[src/rtl/wishbone_pkg.sv]
// Shared Wishbone slave types: FSM state encoding and cycle-type identifiers.
package wishbone_pkg;

    typedef enum logic [1:0] {
        IDLE = 2'd0,
        ACK  = 2'd1,
        WAIT = 2'd2
    } wb_slave_state_e;

    localparam logic [2:0] CTI_CLASSIC = 3'b000;
    localparam logic [2:0] CTI_CONST   = 3'b001;
    localparam logic [2:0] CTI_INCR    = 3'b010;
    localparam logic [2:0] CTI_END     = 3'b111;

    // True when the master announces that another beat follows this one.
    function automatic logic cti_continues(input logic [2:0] cti);
        return (cti == CTI_CONST) || (cti == CTI_INCR);
    endfunction

endpackage

[src/rtl/wishbone_slave_regfile.sv]
// Byte-enabled DEPTH x DATA_WIDTH word store with a registered, lane-masked read port.
module wishbone_slave_regfile #(
    parameter int DATA_WIDTH = 32,
    parameter int SEL_WIDTH  = DATA_WIDTH / 8,
    parameter int DEPTH      = 16,
    parameter int IDX_BITS   = $clog2(DEPTH)
) (
    input  logic                  clk_i,
    input  logic                  rst_i,
    input  logic                  wr_en,
    input  logic                  rd_en,
    input  logic [IDX_BITS-1:0]   word_idx,
    input  logic [SEL_WIDTH-1:0]  lane_sel,
    input  logic [DATA_WIDTH-1:0] wr_data,
    output logic [DATA_WIDTH-1:0] rd_data
);

    logic [DATA_WIDTH-1:0] mem_reg [DEPTH];
    logic [DATA_WIDTH-1:0] lane_mask;
    logic [DATA_WIDTH-1:0] rd_data_reg;

    genvar gi;
    for (gi = 0; gi < SEL_WIDTH; gi++) begin : g_lane
        assign lane_mask[gi*8 +: 8] = {8{lane_sel[gi]}};
    end

    always_ff @(posedge clk_i or posedge rst_i) begin
        if (rst_i) begin
            for (int w = 0; w < DEPTH; w++) begin
                mem_reg[w] <= '0;
            end
        end else if (wr_en) begin
            mem_reg[word_idx] <= (mem_reg[word_idx] & ~lane_mask) | (wr_data & lane_mask);
        end
    end

    // Output returns to zero whenever no read beat was taken, so data_o is clean outside acks.
    always_ff @(posedge clk_i or posedge rst_i) begin
        if (rst_i) begin
            rd_data_reg <= '0;
        end else begin
            rd_data_reg <= rd_en ? (mem_reg[word_idx] & lane_mask) : '0;
        end
    end

    assign rd_data = rd_data_reg;

endmodule

[src/rtl/wishbone_slave_mem.sv]
// Wishbone B4 slave with a small register memory; classic and CTI bursts.
// Optional per-word tag bit enabled by defining WISHBONE_SLAVE_TAG_EN.
module wishbone_slave_mem
    import wishbone_pkg::*;
#(
    parameter int                    ADDR_WIDTH = 32,
    parameter int                    DATA_WIDTH = 32,
    parameter int                    SEL_WIDTH  = DATA_WIDTH / 8,
    parameter int                    DEPTH      = 16,
    parameter int                    SLAVE_ID   = 0,
    parameter logic [ADDR_WIDTH-1:0] BASE_ADDR  = '0
) (
    input  logic                  clk_i,
    input  logic                  rst_i,
    input  logic [ADDR_WIDTH-1:0] addr_i,
    input  logic [DATA_WIDTH-1:0] data_i,
    input  logic                  we_i,
    input  logic [SEL_WIDTH-1:0]  sel_i,
    input  logic [1:0]            stb_i,
    input  logic                  cyc_i,
    input  logic [2:0]            cti_i,
    input  logic                  tag_add_i,
    output logic [DATA_WIDTH-1:0] data_o,
    output logic                  ack_o,
    output logic                  err_o,
    output logic                  tag_o,
    output logic [1:0]            state_o
);

    localparam int                    LANE_BITS = $clog2(SEL_WIDTH);
    localparam int                    IDX_BITS  = $clog2(DEPTH);
    localparam logic [ADDR_WIDTH-1:0] SPAN      = ADDR_WIDTH'(DEPTH * SEL_WIDTH);
    localparam logic [ADDR_WIDTH-1:0] LANE_MASK = ADDR_WIDTH'(SEL_WIDTH - 1);

    wb_slave_state_e       state_reg;
    logic                  ack_reg;
    logic                  err_reg;
    logic                  req;
    logic                  bad;
    logic                  take;
    logic                  wr_en;
    logic                  rd_en;
    logic [ADDR_WIDTH-1:0] off;
    logic [IDX_BITS-1:0]   word_idx;

    assign req      = cyc_i & stb_i[SLAVE_ID];
    assign off      = addr_i - BASE_ADDR;
    // Offsets below BASE_ADDR wrap to huge values, so the range test also rejects them.
    assign bad      = (off >= SPAN) | ((off & LANE_MASK) != '0) | (sel_i == '0);
    assign word_idx = off[LANE_BITS +: IDX_BITS];

    always_comb begin
        take = 1'b0;
        case (state_reg)
            IDLE:    take = req;
            ACK:     take = req & cti_continues(cti_i);
            default: take = 1'b0;
        endcase
    end

    assign wr_en = take & ~bad & we_i;
    assign rd_en = take & ~bad & ~we_i;

    always_ff @(posedge clk_i or posedge rst_i) begin
        if (rst_i) begin
            state_reg <= IDLE;
            ack_reg   <= 1'b0;
            err_reg   <= 1'b0;
        end else begin
            ack_reg <= take & ~bad;
            err_reg <= take & bad;
            case (state_reg)
                IDLE: begin
                    if (req) state_reg <= ACK;
                end
                ACK: begin
                    if (!cyc_i)     state_reg <= IDLE;
                    else if (!take) state_reg <= WAIT;
                end
                WAIT: begin
                    // A strobe held past its ack parks here until released, preventing a second ack.
                    if (!cyc_i || !stb_i[SLAVE_ID]) state_reg <= IDLE;
                end
                default: state_reg <= IDLE;
            endcase
        end
    end

    wishbone_slave_regfile #(
        .DATA_WIDTH (DATA_WIDTH),
        .SEL_WIDTH  (SEL_WIDTH),
        .DEPTH      (DEPTH),
        .IDX_BITS   (IDX_BITS)
    ) u_regfile (
        .clk_i    (clk_i),
        .rst_i    (rst_i),
        .wr_en    (wr_en),
        .rd_en    (rd_en),
        .word_idx (word_idx),
        .lane_sel (sel_i),
        .wr_data  (data_i),
        .rd_data  (data_o)
    );

`ifdef WISHBONE_SLAVE_TAG_EN
    logic [DEPTH-1:0] tag_mem_reg;
    logic             tag_reg;

    always_ff @(posedge clk_i or posedge rst_i) begin
        if (rst_i) begin
            tag_mem_reg <= '0;
            tag_reg     <= 1'b0;
        end else begin
            if (wr_en) tag_mem_reg[word_idx] <= tag_add_i;
            tag_reg <= rd_en ? tag_mem_reg[word_idx] : 1'b0;
        end
    end

    assign tag_o = tag_reg;

    logic unused_inputs;
    assign unused_inputs = ^stb_i;
`else
    assign tag_o = 1'b0;

    logic unused_inputs;
    assign unused_inputs = ^{stb_i, tag_add_i};
`endif

    assign ack_o   = ack_reg;
    assign err_o   = err_reg;
    assign state_o = state_reg;

endmodule
[config.mk]
export PLATFORM = sky130hd
export DESIGN_NAME = wishbone_slave_mem
export DESIGN_NICKNAME = d
export VERILOG_FILES = /design/src/rtl/wishbone_pkg.sv /design/src/rtl/wishbone_slave_regfile.sv /design/src/rtl/wishbone_slave_mem.sv
export SDC_FILE = /design/constraint.sdc
export NUM_CORES = 1
export LEC_CHECK = 0
export ABC_AREA = 0
export BUFFER_PORTS_ARGS = -buffer_cell sky130_fd_sc_hd__buf_2
export CORE_ASPECT_RATIO = 1.4
export CORE_MARGIN = 5
export CORE_UTILIZATION = 55
export CTS_BUF_LIST = sky130_fd_sc_hd__clkbuf_4 sky130_fd_sc_hd__clkbuf_8 sky130_fd_sc_hd__clkbuf_16
export CTS_CLUSTER_SIZE = 20
export DETAILED_ROUTE_END_ITERATION = 7
export GPL_TIMING_DRIVEN = 0
export HOLD_SLACK_MARGIN = 0.15
export MAX_ROUTING_LAYER = met4
export PLACE_DENSITY_LB_ADDON = 0.12
export SLEW_MARGIN = 25
export SYNTH_ARGS = -nofsm -noshare
export SYNTH_HDL_FRONTEND = slang
export SYNTH_SLANG_ARGS = --single-unit
export TNS_END_PERCENT = 100
[constraint.sdc]
create_clock -name clk_i -period 16.1 [get_ports clk_i]
set_input_delay 0 -clock clk_i [delete_from_list [all_inputs] [get_ports clk_i]]
set_output_delay 0 -clock clk_i [all_outputs]
set_load 0.02 [all_outputs]
; Word level (Yosys, flattened, before mapping)
; Index checks and enable logic that the tools add are counted.
[totals]
regBits = 548
input_bits = 78
elab_cells = 68
output_inout_bits = 37
[classes]
order_cmp = 3
muxes = 13
n_bitwise = 16
reduce_logical = 9
n_eq_ne = 7
[ops]
columns = op, count
row1 = bitwise mux 512 bit, 1
row2 = binary-select mux 32 bit (select 4 bit), 1
row3 = demux 32 bit (select 4 bit), 1
row4 = 2-to-1 mux 32 bit, 4
row5 = bitwise AND 32 bit, 3
row6 = >= comparator 32 x 7 -> 1 bit (second input constant), 1
row7 = inverter 32 bit, 1
row8 = OR 32 bit, 1
row9 = nonzero test 32 bit, 1
row10 = 2-to-1 mux 2 bit, 4
row11 = bitwise AND 1 bit, 6
row12 = one-hot mux 2 bit (3 select lines), 1
row13 = >= comparator 5 bit (second input constant), 1
row14 = less-than comparator 5 x 1 -> 1 bit (second input constant), 1
row15 = inverter 4 -> 5 bit, 1
row16 = zero test 4 bit, 1
row17 = inequality test 2 bit (second input constant), 2
row18 = == test 3 x 1 -> 1 bit (second input constant), 1
row19 = == test 3 x 2 -> 1 bit (second input constant), 1
row20 = inequality test 3 bit (second input constant), 1
row21 = AND reduction 3 bit, 1
row22 = == test 2 x 1 -> 1 bit (second input constant), 1
row23 = == test 2 bit (second input constant), 1
row24 = zero test 1 bit, 2
row25 = 6 further kinds, 9

; Longest topological paths before layout
[logic_depth]
ltp_word = 7
mapped_depth = 10
mapped_depth_nobuf = 5

; Hierarchy
; A second synthesis with hierarchy kept.
[hier_totals]
cells_unflattened = 2395
area_unflattened_um2 = 24757.5
[modules_own_cells]
columns = module, area_per_inst_um2, instances, cells_per_inst, seq_area_each_um2
row1 = wishbone_slave_regfile, 24409.7, 1, 2363, 13613.1
row2 = wishbone_slave_mem, 347.8, 1, 32, 100.1

; Worst setup path before layout
; OpenSTA, ideal clock, no wires.
[synth_timing]
path_kind = input to register
from = input addr_i[2]
to = register u_regfile.mem_reg[126] (netlist bit)
cell_stages = 8
arrival_ns = 1.926
setup_ns = 0.128
path_buffers = 3
required_time_ns = 15.972
slack_ns = 14.047
cell_sequence = clkbuf_1 -> buf_6 -> buf_2 -> mux4_2 -> a22o_1 -> nor2_1 -> o21ai_1 -> mux2_1
[synth_between]
elab_chain_cells = 7
elab_cells_between_ends = 18
classes_between = order compare: 3 / mux: 6 / bitwise: 8 / reduce/logical: 1
[synth_rtl]
columns = element, line_no
row1 = "start, declared", wishbone_slave_mem.sv:15  ; input logic [ADDR_WIDTH-1:0] addr_i,
row2 = "parallel branches: the longest is 7 deep, another holds >= comparator 32 x 7 -> 1 bit", -
row3 = "end signal, assigned by index", wishbone_slave_regfile.sv:33  ; mem_reg[word_idx] <= (mem_reg[word_idx] & ~lane_mask) | (wr_data & lane_mask);
row4 = "end, declared", wishbone_slave_regfile.sv:18  ; logic [DATA_WIDTH-1:0] mem_reg [DEPTH];
; Several ways; the timed one is not identified. The select of a mux whose other input is x is not followed.
; A chain may end at the register's enable or synchronous reset.

; Worst setup path after layout
[layout_timing]
from = input addr_i[9]
to = register u_regfile.mem_reg[437] (netlist bit)
[layout_between]
elab_chain_cells = 6
[layout_rtl]
columns = element, line_no
row1 = >= comparator 32 x 7 -> 1 bit, wishbone_slave_mem.sv:49  ; assign bad = (off >= SPAN) | ((off & LANE_MASK) != '0) | (sel_i == '0);
row2 = OR 1 bit (2 in a row), wishbone_slave_mem.sv:49
row3 = inverter 1 bit, wishbone_slave_mem.sv:61  ; assign wr_en = take & ~bad & we_i;
row4 = bitwise AND 1 bit (2 in a row), wishbone_slave_mem.sv:61
; No other way between the ends.

==> key figures <==
Run status
  – Outcome: finished, final reports clean

Yosys
  – Asr flop ratio synth: 100%
  – Post-Syn Area: 24300 sq um
  – Top post-synthesis cells by count: dfrtp_1, nor2_1, a21oi_1
  – Mean area per synthesized cell: 12.9 sq um
  – Count of cell types in the netlist: 35
  – Post-synth top flop: dfrtp_1
  – Count leader, synth: dfrtp_1
  – EDFF count, synth: 0
  – Synth warn: 0
  – Leading area contributor after synthesis: dfrtp_1
  – Synth top area cells: dfrtp_1, mux4_2, mux2_1
  – Synth top area share: 56.4%
  – Seq/Total Area, Yosys: 56.4%
  – Synth Net Count: 1959
  – Synth Instances: 1881
  – Flops & latches, synth: 548

STA
  – Slew headroom: 28.3%
  – Final Critical Period: 3.87 ns
  – Final period util: 24.0%
  – Unrepaired setup endpoints after global routing: false
  – Worst slew pin tran: 1.07 ns
  – Layout Skew: 0.0248 ns
  – Final setup vio count: 0
  – Fmax: 258 MHz
  – Final worst setup slack: 12.23 ns
  – Worst hold slack: 0.185 ns
  – Final Hold Vio Count: 0
  – Max Slew Vio Count: 0

Routing
  – DRT Wirelength: 73400 um
  – Via count: 17000
  – Vias/cell: 6.32
  – Wire per inst: 27.2 um
  – ANT nets after route: 0
  – # DRC: 0
  – DRC marker count from the first detailed-route iteration: 1559
  – Pre-Repair DR Iteration Count: 5

Floorplan
  – Die ar.: 48600 sq um
  – Height of the die: 259 um
  – Die width: 188 um
  – Initial core utilization: 55.3%
  – Core area: 43900 sq um
  – Rows: 91
  – I/O pin cnt: 115

Worst setup path
  – Path type of the worst setup path: input port to register
  – Reg-to-Reg Start: state_o[1]
  – CP Launch Point: addr_i[9]
  – Data required, critical path: 16.60 ns
  – Crit path arrival time: 4.37 ns
  – CP Capture Type: register
  – Startpoint Class: input port
  – Crit-path max FO: 10

Clock network
  – Post-CTS Hold Buffers: 47
  – Root Buffer: clkbuf_16
  – CTS Buf Count: 54
  – Clock Path Buffers: 3
  – TritonCTS clock tree: done
  – # Post-CTS Setup Buffers: 0
  – Post-CTS Resized: 0
  – # clock sinks: 548
  – Clock latency at the later pin of the worst-skew pair: 0.60 ns
  – Register clock-pin slew on the reported worst setup and hold paths: 0.06 ns
  – H-tree Lvls: 2

Min path
  – Min-Delay Path Class: input port to register
  – Worst hold start: cti_i[2]

GRT
  – Gr ovfl total: 0
  – GRT Total Usage: 31.4%
  – Vias in the first global route: 18200
  – Largest net degree at the start of global routing: 103
  – First-pass GRT wire length: 111000 um
  – Antenna violations before repair: 1

Placed design
  – Port bufs: 105
  – HPWL after detailed placement: 47800 um
  – Final GP Congestion: 0.886
  – Pre-CTS WS: 12.92 ns

Power and ir drop
  – Power Density: 103 nW/um^2
  – Tot Pwr: 2.89 mW
  – Static Leak: 13.7 nW
  – VDD IR max: 0.0843 mV

Cells and area
  – Area growth from synthesis to layout: 15.5%
  – Share of layout cells above drive strength 1: 20.9%
  – Largest register FFs: 512
  – Fin nets: 2172

Flow run
  – # Max-Cap Violations: 0
==> placed cells by master (no fill, tap or decap), drive strengths merged <==
| cell | instances |
|---|---|
| mux4 | 128 |
| a22o | 64 |
| a21oi | 257 |
| xor2 | 1 |
| clkbuf | 149 |
| diode | 1 |
| nor3b | 1 |
| or4 | 1 |
| nor2 | 323 |
| nand3 | 16 |
| o21ai | 32 |
| nand4 | 2 |
| nor3 | 1 |
| mux2 | 256 |
| nor2b | 2 |
| nand3b | 7 |
| and2b | 1 |
| nand2 | 32 |
| conb | 1 |
| dlygate4sd3 | 47 |
| dfrtp | 548 |
| nor4 | 15 |
| nor4bb | 2 |
| and2 | 2 |
| and4 | 8 |
| inv | 4 |
| bufinv | 8 |
| buf | 184 |
| and3b | 1 |
| clkinv | 10 |
| o21a | 32 |
| a21boi | 1 |
==> critical path, stage by stage <==
cell,delay [ns]
dlygate4sd3_1,0.53
buf_2,0.12
nor4_2,0.23
dlygate4sd3_1,0.62
nand4_4,0.12
dlygate4sd3_1,0.85
nor4_2,0.84
clkbuf_1,0.78
nor2_1,0.08
a21oi_1,0.17
==> worst paths after layout <==
| kind | endpoint | slack [ns] | depth (start not counted) |
|---|---|---|---|
| worst max-delay path | u_regfile.mem_reg[437] | 12.23 | 10 |
| worst min-delay path | ack_o | 0.19 | 5 |
| worst max register to register | u_regfile.mem_reg[437] | 12.91 | 7 |
| worst min register to register | u_regfile.mem_reg[74] | 0.49 | 1 |
| max in group asynchronous | u_regfile.mem_reg[474] | 13.64 | 7 |
| min in group asynchronous | u_regfile.rd_data[14] | 0.61 | 4 |
==> routing by layer <==
metal / up-vias / wire (um) / track usage [%]
met3: 237 / 5250 / 5.91
met2: 719 / 36300 / 51.2
li1: 7226 / - / -
met1: 8853 / 27500 / 37.9
met5: - / 0 / -
met4: 0 / 4300 / 15.4
==> area by class of cell <==
type	count	area, sq um
Antenna cell	1	2.50
Buffer	145	706
Clock buffer	78	1620
Clock inverter	20	308
Fill cell	3370	15900
Inverter	2	15.0
Multi-Input combinational cell	1186	9900
Sequential cell	548	13700
Tap cell	558	698
Timing Repair Buffer	157	1130
==> through the flow <==
step | util (%) | area, sq um | TNS, ns | std cells
detailed placement | 58.5 | 25700 | 0 | 2549
CTS | 63.9 | 28100 | 0 | 2694
global placement | 58.1 | 25500 | -2261.21 | 2544
finish | 63.9 | 28100 | 0 | 2695
floorplan | - | 24300 | 0 | 1881
global route | 63.9 | 28100 | 0 | 2695
==> logic make-up (layout without fill, tap and decap cells) <==
kind of cell	count (synthesis)	in the layout	share of synthesized area [%]
xor gates and xnor gates	1	1	0.0360
DFF	548	548	56.4
and+or+nand+nor	414	414	7.66
AOI/OAI and AO/OA	386	386	9.27
muxes	384	384	23.7
other	1	2	0.0154
buffers and inverters	147	402	2.93
==> report_power, final <==
part | switching [mW] | total [mW] | internal (mW)
clock network | 0.546 | 1.37 | 0.825
registers | 0.000467 | 1.38 | 1.38
logic | 0.103 | 0.144 | 0.0406
Note: power is estimated with default switching activity, not from simulation.
